**config.mk**
```make
export PLATFORM = sky130hd
export DESIGN_NAME = sb_rx_deser
export DESIGN_NICKNAME = d
export VERILOG_FILES = /design/src/rtl/sb_rx_deser.sv
export SDC_FILE = /design/constraint.sdc
export NUM_CORES = 1
export LEC_CHECK = 0
export ABC_CLOCK_PERIOD_IN_PS = 2600
export CAP_MARGIN = 20
export CORE_ASPECT_RATIO = 1.4
export CORE_UTILIZATION = 60
export CTS_CLUSTER_SIZE = 30
export DETAILED_ROUTE_END_ITERATION = 10
export GPL_TIMING_DRIVEN = 0
export PLACE_DENSITY = 0.86
export SLEW_MARGIN = 20
export SYNTH_ARGS = -nofsm -noshare
export SYNTH_HDL_FRONTEND = slang
export SYNTH_SLANG_ARGS = --single-unit
```
**constraint.sdc**
```tcl
create_clock -name i_clk -period 2.6 [get_ports i_clk]
set_input_delay 0.52 -clock i_clk [delete_from_list [all_inputs] [get_ports i_clk]]
set_output_delay 0.52 -clock i_clk [all_outputs]
set_load 0.05 [all_outputs]
```
**src/rtl/sb_rx_deser.sv**
```systemverilog
// Sideband RX deserializer: assembles LSB-first serial packets, presents them through a
// done/sampled handshake with one pending slot. Optional parity check: SB_RX_PARITY_CHK_EN.
module sb_rx_deser #(
  parameter int unsigned PKT_W  = 64,
  parameter int unsigned GAP_UI = 32
) (
  input  logic             i_clk,
  input  logic             i_rst_n,
  input  logic             i_ser_data,
  input  logic             i_ser_valid,
  input  logic             i_deser_done_sampled,
  output logic [PKT_W-1:0] o_deser_data,
  output logic             o_deser_done,
  output logic             o_overflow,
  output logic             o_frame_err,
  output logic             o_parity_err
);

  localparam int unsigned IdxW = $clog2(PKT_W);

  typedef enum logic [1:0] {StIdle, StShift, StGap} state_e;

  state_e           state_q, state_d;
  logic [6:0]       bit_cnt_q, bit_cnt_d;
  logic [5:0]       gap_cnt_q, gap_cnt_d;
  logic [PKT_W-1:0] shift_q, shift_d;
  logic [PKT_W-1:0] pend_q, pend_d;
  logic [PKT_W-1:0] data_q, data_d;
  logic             pend_vld_q, pend_vld_d;
  logic             done_q, done_d;
  logic             ovf_q, ovf_d;
  logic             ferr_q, ferr_d;
  logic             complete, pkt_ok, load_pend, pend_free;

  always_comb begin
    state_d   = state_q;
    bit_cnt_d = bit_cnt_q;
    gap_cnt_d = gap_cnt_q;
    shift_d   = shift_q;
    ferr_d    = 1'b0;
    complete  = 1'b0;
    unique case (state_q)
      StIdle: begin
        if (i_ser_valid) begin
          shift_d    = '0;
          shift_d[0] = i_ser_data;
          bit_cnt_d  = 7'd1;
          state_d    = StShift;
        end
      end
      StShift: begin
        if (i_ser_valid) begin
          shift_d[bit_cnt_q[IdxW-1:0]] = i_ser_data;
          bit_cnt_d = (bit_cnt_q == '1) ? bit_cnt_q : bit_cnt_q + 7'd1;
          if (bit_cnt_q == 7'(PKT_W - 1)) begin
            complete  = 1'b1;
            bit_cnt_d = '0;
            gap_cnt_d = '0;
            state_d   = StGap;
          end
        end else begin
          // Truncated packet: this idle cycle already counts toward the gap.
          ferr_d    = 1'b1;
          shift_d   = '0;
          bit_cnt_d = '0;
          gap_cnt_d = 6'd1;
          state_d   = StGap;
        end
      end
      StGap: begin
        if (i_ser_valid) begin
          ferr_d    = 1'b1;
          gap_cnt_d = '0;
        end else begin
          gap_cnt_d = (gap_cnt_q == '1) ? gap_cnt_q : gap_cnt_q + 6'd1;
          if (gap_cnt_d >= 6'(GAP_UI)) begin
            state_d = StIdle;
          end
        end
      end
      default: state_d = StIdle;
    endcase
  end

`ifdef SB_RX_PARITY_CHK_EN
  logic perr_q, perr_d;

  // Even parity over everything below the top bit, control-parity bit included.
  assign pkt_ok       = ~(^shift_d[PKT_W-2:0]);
  assign perr_d       = complete & ~pkt_ok;
  assign o_parity_err = perr_q;

  always_ff @(posedge i_clk or negedge i_rst_n) begin
    if (!i_rst_n) begin
      perr_q <= 1'b0;
    end else begin
      perr_q <= perr_d;
    end
  end
`else
  assign pkt_ok       = 1'b1;
  assign o_parity_err = 1'b0;
`endif

  // A pending packet can only move out while done is low, which forces a low cycle.
  assign load_pend = ~done_q & pend_vld_q;
  assign pend_free = ~pend_vld_q | load_pend;

  always_comb begin
    data_d     = data_q;
    done_d     = done_q;
    pend_d     = pend_q;
    pend_vld_d = pend_vld_q;
    ovf_d      = 1'b0;
    if (done_q && i_deser_done_sampled) begin
      done_d = 1'b0;
    end
    if (load_pend) begin
      data_d     = pend_q;
      done_d     = 1'b1;
      pend_vld_d = 1'b0;
    end
    if (complete && pkt_ok) begin
      if (!done_q && !pend_vld_q) begin
        data_d = shift_d;
        done_d = 1'b1;
      end else if (pend_free) begin
        pend_d     = shift_d;
        pend_vld_d = 1'b1;
      end else begin
        ovf_d = 1'b1;
      end
    end
  end

  always_ff @(posedge i_clk or negedge i_rst_n) begin
    if (!i_rst_n) begin
      state_q    <= StIdle;
      bit_cnt_q  <= '0;
      gap_cnt_q  <= '0;
      shift_q    <= '0;
      pend_q     <= '0;
      pend_vld_q <= 1'b0;
      data_q     <= '0;
      done_q     <= 1'b0;
      ovf_q      <= 1'b0;
      ferr_q     <= 1'b0;
    end else begin
      state_q    <= state_d;
      bit_cnt_q  <= bit_cnt_d;
      gap_cnt_q  <= gap_cnt_d;
      shift_q    <= shift_d;
      pend_q     <= pend_d;
      pend_vld_q <= pend_vld_d;
      data_q     <= data_d;
      done_q     <= done_d;
      ovf_q      <= ovf_d;
      ferr_q     <= ferr_d;
    end
  end

  assign o_deser_data = data_q;
  assign o_deser_done = done_q;
  assign o_overflow   = ovf_q;
  assign o_frame_err  = ferr_q;

endmodule
```
# [Yosys cells after proc, flatten, opt, wreduce, memory -nomap -nowiden]
# Index checks and enable logic that the tools add are counted.
[totals] n_memories=0 word_cells=84 output_inout_bits=68 regBits=211 input_bits=5 ram_bits=0 latchBits=0 mem_bits_ro=0
[op_classes] muxes=42 div=0 bitwise=5 reduce_logical=12 multipliers=0 shifts=0 addsub=2 n_lt_le_gt_ge=3 eq_ne=10
[op_table] op="$mux 64" n=5
[op_table] op="$pmux 64 s2" n=1
[op_table] op="$bwmux 64" n=1
[op_table] op="$mux 7" n=4
[op_table] op="$mux 6" n=4
[op_table] op="$mux 1" n=17
[op_table] op="$pmux 7 s2" n=1
[op_table] op="$pmux 6 s2" n=1
[op_table] op="$mux 2" n=5
[op_table] op="$add 7x1->7 const B" n=1
[op_table] op="$eq 7x6->1 const B" n=1
[op_table] op="$eq 7x7->1 const B" n=1
[op_table] op="$lt 6x7->1 const B" n=1
[op_table] op="$add 6x1->6 const B" n=1
[op_table] op="$demux 1 s6" n=1
[op_table] op="$eq 6x6->1 const B" n=1
[op_table] op="$ge 6x1->1 const B" n=1
[op_table] op="$ge 6x6->1 const B" n=1
[op_table] op="$ne 2x2->1 const B" n=3
[op_table] op="$pmux 2 s3" n=1
[op_table] op="$reduce_and 3->1" n=2
[op_table] op="$ne 4x4->1 const B" n=1
[op_table] op="$reduce_and 4->1" n=1
[op_table] op="$reduce_bool 2->1" n=2
[op_table] op="other kinds (11)" n=16

# [Logic depth before layout (Yosys ltp)]
[logic_depth] ltp_word=9 depth_mapped=8 mapped_depth_nobuf=5

# [Least setup slack after synthesis]
# Ideal clock, no wire load.
[synth_timing] kind="register -> register" from="reg done_q (netlist: o_deser_done)" to="reg data_q[56] (netlist: o_deser_data[56])" setup_ns=0.130 path_stages_with_launch=7 n_path_buf=2 synth_period_minus_slack_ns=1.889 arrival_time_ns=1.759 required_time_ns=2.470 slack_ns=0.711 cell_sequence="dfrtp_1 > nand2b_1 > buf_2 > buf_2 > mux2_2 > nor2_1 > a21oi_1"
[synth_between] elab_chain_cells=5 elab_cells_between_ends=7 cone_classes="3 x mux; 2 x bitwise; 2 x reduce/logical"
[synth_lines] element="start, declared" line="30" text="logic done_q, done_d;"
[synth_lines] element="start signal, assigned" line="156" text="done_q <= done_d;"
[synth_lines] element="$not 1->1" line="106" text="assign load_pend = ~done_q & pend_vld_q;"
[synth_lines] element="$and 1x1->1" line="106"
[synth_lines] element="$mux 64" line="118" text="if (load_pend) begin"
[synth_lines] element="$mux 64" line="124" text="if (!done_q && !pend_vld_q) begin"
[synth_lines] element="$mux 64 (*)" line="123" text="if (complete && pkt_ok) begin"
[synth_lines] element="named net data_d[56]" line="28" text="logic [PKT_W-1:0] data_q, data_d;"
[synth_lines] element="end signal, assigned" line="155" text="data_q <= data_d;"
[synth_lines] element="end, declared" line="28"
# Mark *: on every way through the listed nets, which the timed path passes. The rest lies on a longest branch.
# A chain may end at the register's enable or synchronous reset.

# [Final worst setup path]
[layout_timing] from="reg bit_cnt_q[0]" to="reg shift_q[41]"
[layout_between] elab_chain_cells=7 elab_cells_between_ends=8 cone_classes="2 x order compare; 5 x mux; 1 x reduce/logical"
[layout_lines] element="start, declared" line="24" text="logic [6:0] bit_cnt_q, bit_cnt_d;"
[layout_lines] element="start signal, assigned" line="150" text="bit_cnt_q <= bit_cnt_d;"
[layout_lines] element="$lt 6x7->1 (not written as such) or $ge 6x1->1 (tied branches)" line="53" text="shift_d[bit_cnt_q[IdxW-1:0]] = i_ser_data;"
[layout_lines] element="$logic_and 1x1->1 (not written as such)" line="53"
[layout_lines] element="$mux 1 (not written as such)" line="53"
[layout_lines] element="$demux 1 s6 (*)" line="53"
[layout_lines] element="$bwmux 64 (*)" line="53"
[layout_lines] element="$mux 64 (*)" line="52" text="if (i_ser_valid) begin"
[layout_lines] element="$pmux 64 s2 (*)" line="42" text="unique case (state_q)"
[layout_lines] element="named net shift_d[41]" line="26" text="logic [PKT_W-1:0] shift_q, shift_d;"
[layout_lines] element="end signal, assigned" line="152" text="shift_q <= shift_d;"
[layout_lines] element="end, declared" line="26"
# Marks and branches as above.

==> results.md <==
Outcome:
- The run finished with clean final reports.

Timing:
- The number of max-slew violations in the final report is 0.
- Hold timing on the final database bottoms out at a slack of 482 ps.
- The transition at the pin with the smallest max-transition slack is 1000 ps.
- The hold violation count in the final report came to 0.
- In this run the tightest slew margin relative to its limit is 33.1%.
- The final-layout setup total negative slack is 0 ps.
- For this run, the top clock speed supported by timing is 411 MHz.
- Between clock sinks in the finished design, the worst skew comes to 9.70 ps.
- Setup violations remaining at the end of the flow were counted as 0.
- The routed design could run at a clock period as short as 2430 ps.
- Setup repair after global routing left no endpoint under its margin.
- Of the available clock period, the critical path in the final layout requires 93.5%.

Yosys:
- The synthesized-area fraction occupied by ao, oa, aoi and oai cells is 19.5%.
- The portion of synthesized area spent on multiplexers is 8.33%.
- In this run, synthesis produced a sequential element count of 211.
- The total of warnings raised by yosys is 0.
- A synthesized cell averages 10.1 um^2.
- The synthesized netlist cell count is 925.
- The number of different library cells in the post-synthesis netlist is 48.
- The synthesized design contains 0 enable-type register cells.
- For this run, the leading register cell type out of synthesis is dfrtp_1.
- The proportion of synthesized flip-flops having asynchronous set or reset is 100%.
- The xor and xnor fraction of the mapped netlist area is 0.0934%.
- Summing every instance area after synthesis gives 9380 um^2.
- Summing the areas of all fa, ha and maj instances in the mapped netlist gives 0.374% of the synthesized area.
- After Yosys synthesis, and, or, nand and nor cells account for 11.3% of the synthesized area.
- The number of nets handed over by synthesis was 932.
- The sequential element share of the synthesized area is 56.3%.
- By area, the combinational part of the netlist is dominated by compound AO/OA/AOI/OAI gates.

Finish:
- The area growth from synthesis to final layout is 17.8%.
- 0 antenna diodes ended up in the layout.
- The share of final-layout standard cells stronger than drive strength 1 is 16.2%.
- The sequential cells in the finished layout cover a total of 5280 um^2.
- The library cell used most frequently in the layout, excluding fill and tap cells, is dfrtp_1.
- After routing the design area is 11000 um^2.
- The area of the multi-input gates is 3720 um^2.
- The final net count is 1027.
- In the layout the commonest cells are dfrtp_1 (211), a21oi_1 (188), nor2_1 (130).
- The layout filler cell count is 1071.

Global routing:
- The global routing met3 resource utilization is 5.49%.
- The first global-routing pass estimated 38600 um of wire.
- The number of antenna violations at the first check in global routing is 0.
- The maximum number of pins on one net before global-route repair is 97.
- Across every metal layer, demand over resource in global routing totals 30.8%.
- Global routing used 51.8% of the available met2 tracks.
- Global routing used 38.1% of the available met1 tracks.
- The via count of the first global-routing pass came to 7785.
- The most used routing layer in global routing is met2.
- The remaining global-route overflow is 0.

Clocking:
- The number of sinks handled by clock tree synthesis is 211.
- The maximum buffer depth of the clock tree is 3.
- Clock tree synthesis selected as its root buffer the cell clkbuf_16.
- The clock tree from TritonCTS is done.
- Once the clock tree was built, the resizer swapped 0 gates to a different size.
- CTS built an H-tree with a depth of 1.
- The number of clock buffers added by TritonCTS is 20.
- The later pin in the worst-skew pair is clocked with a latency of 500 ps.
- The clock transition time at the flip-flop clock pins of the worst setup and hold paths is 70 ps.

Setup path:
- The critical path ends at shift_q[41]$_DFF_PN0_.
- The worst register-to-register path ends at shift_q[41]$_DFF_PN0_.
- The kind of capture point of the worst setup path is a flip-flop.
- The worst flop-to-flop path startpoint is bit_cnt_q[0]$_DFFE_PN0P_.
- For flop-to-flop paths, the worst setup slack is 170 ps.
- The endpoint required time on the critical path is 2990 ps.
- The number of cells on the worst reg-to-reg path is 4.
- In this run the worst setup path begins at bit_cnt_q[0]$_DFFE_PN0P_.
- The kind of launch point of the worst setup path is a flip-flop.
- The critical path is of the reg -> reg type.
- The worst path arrival time is 2820 ps.
- In this run the worst path has a maximum fanout of 10.

Power:
- Summed over all cells, the static leakage comes to 5.27 nW.
- Power comes to 0.00733 W.
- Dividing total power by cell area gives a power density of 663 nW/um^2.
- The maximum vdd drop is 0.589 mV.

Placed design:
- Summing all placed instances gives a cell area of 10400 um^2.
- Detailed placement finished with a half-perimeter wire length of 15500 um.
- At the end of routability-driven placement, the weighted congestion stood at 0.885.
- Input and output buffers added on the ports amount to 70.

Floorplanning:
- The die footprint is 16100 um^2.
- The region available for standard cell placement spans 15100 um^2.
- 73 I/O pins were placed.
- The number of cell rows is 53.
- The die extent in y is 150 um.
- In this run the horizontal extent of the chip is 108 um.
- The initial utilization of the core area, before any placement, comes to 62.0%.

Drt:
- The first detailed-routing pass took 7 iterations.
- In this run the remaining antenna-violating nets after routing total 0.
- The total via count after detailed routing is 7770.
- Using the TritonRoute via totals, the vias-per-cell ratio works out to 6.34.
- In the routed design, unresolved DRC markers number 0.
- The total detailed-routing wirelength is 24200 um.
- The per-cell routed wire length is 19.8 um.
- The violation count after the first detailed-route iteration is 783.

Flow run:
- Across the run, the number of max-cap violations was 0.

Hold path:
- The kind of path behind the tightest hold check is in -> async.
[Yosys cell counts (3+ instances only)]
cell	count	area share [%]
and3b_1	8	0.75
o31ai_1	4	0.32
dfrtp_1	211	56
buf_4	6	0.48
mux2_2	64	7.7
inv_1	6	0.24
a31oi_1	4	0.27
nand3b_1	6	0.48
nand3_1	13	0.69
and3_1	5	0.33
buf_2	51	2.7
clkbuf_1	15	0.60
o211ai_1	4	0.32
nor2_1	130	5.2
mux2i_1	6	0.64
a21o_1	6	0.48
nand2b_1	4	0.27
nor3_1	3	0.16
or3_1	4	0.27
a21oi_1	188	10
nand2_1	20	0.80
nor3b_2	7	0.93
a211o_1	3	0.28
o21ai_0	127	6.8
[power by group]
part	total [W]	switching, W	internal [W]
clock	0.00293	0.00121	0.00173
combinational	0.000994	0.000722	0.000272
sequential	0.00340	0.0000529	0.00335
[worst max-delay path, cell delays in order (launching register included)]
cell,delay (ps)
dfrtp_1,380
buf_2,240
nor3b_2,780
nand2_1,570
o21ai_0,360
[logic make-up after synthesis]
group / Yosys count
simple gates: 214
flops: 211
compound gates: 347
xor+xnor: 1
other cells: 1
fa+ha+maj: 3
buf+inv: 78
mux: 70
[final cells by class]
cell class	count	share of cell area (%)
inverters	6	0.204
multi-input cells	636	33.6
plain buffers	72	3.23
flip-flops and latches	211	47.8
well taps	192	2.17
repair buffers	73	6.98
clock inverters	3	0.362
clock buffers	33	5.62
[state kept, by name, indices dropped and copies added (netlist names)]
register / cells
bit_cnt_q: 7
gap_cnt_q: 6
o_deser_data: 64
o_deser_done: 1
o_frame_err: 1
o_overflow: 1
pend_q: 64
pend_vld_q: 1
shift_q: 64
state_q: 2
[worst min-delay path by stage]
stage	end	slack [ps]	cells past startpoint
3_5_place_dp	pend_q[55]$_DFFE_PN0P_	410	1
3_3_place_gp	pend_q[63]$_DFFE_PN0P_	490	1
6_report	pend_q[55]$_DFFE_PN0P_	480	2
2_1_floorplan	bit_cnt_q[0]$_DFFE_PN0P_	220	0
4_1_cts	pend_q[55]$_DFFE_PN0P_	490	2
5_1_grt	pend_q[55]$_DFFE_PN0P_	510	2
[per-layer routing]
layer / wire length [um] / up-vias
li1: - / 3458
met1: 9060 / 3812
met2: 12200 / 404
met3: 1830 / 96
met4: 1150 / 0
met5: 0 / -
[through the flow]
step,setup slack (ps),util (%),instances
finish,168,73.1,1226
global route,117,73.1,1226
CTS,270,73.1,1226
detailed placement,194,68.6,1189
global placement,-7540,68.2,1187
floorplan,711,-,925
[repair_timing]
item,CTS,global route
endpoints found under the hold margin,37,0
setup buffers,0,0
hold buffers,1,0
No activity file was read; power rests on OpenSTA's default activity.
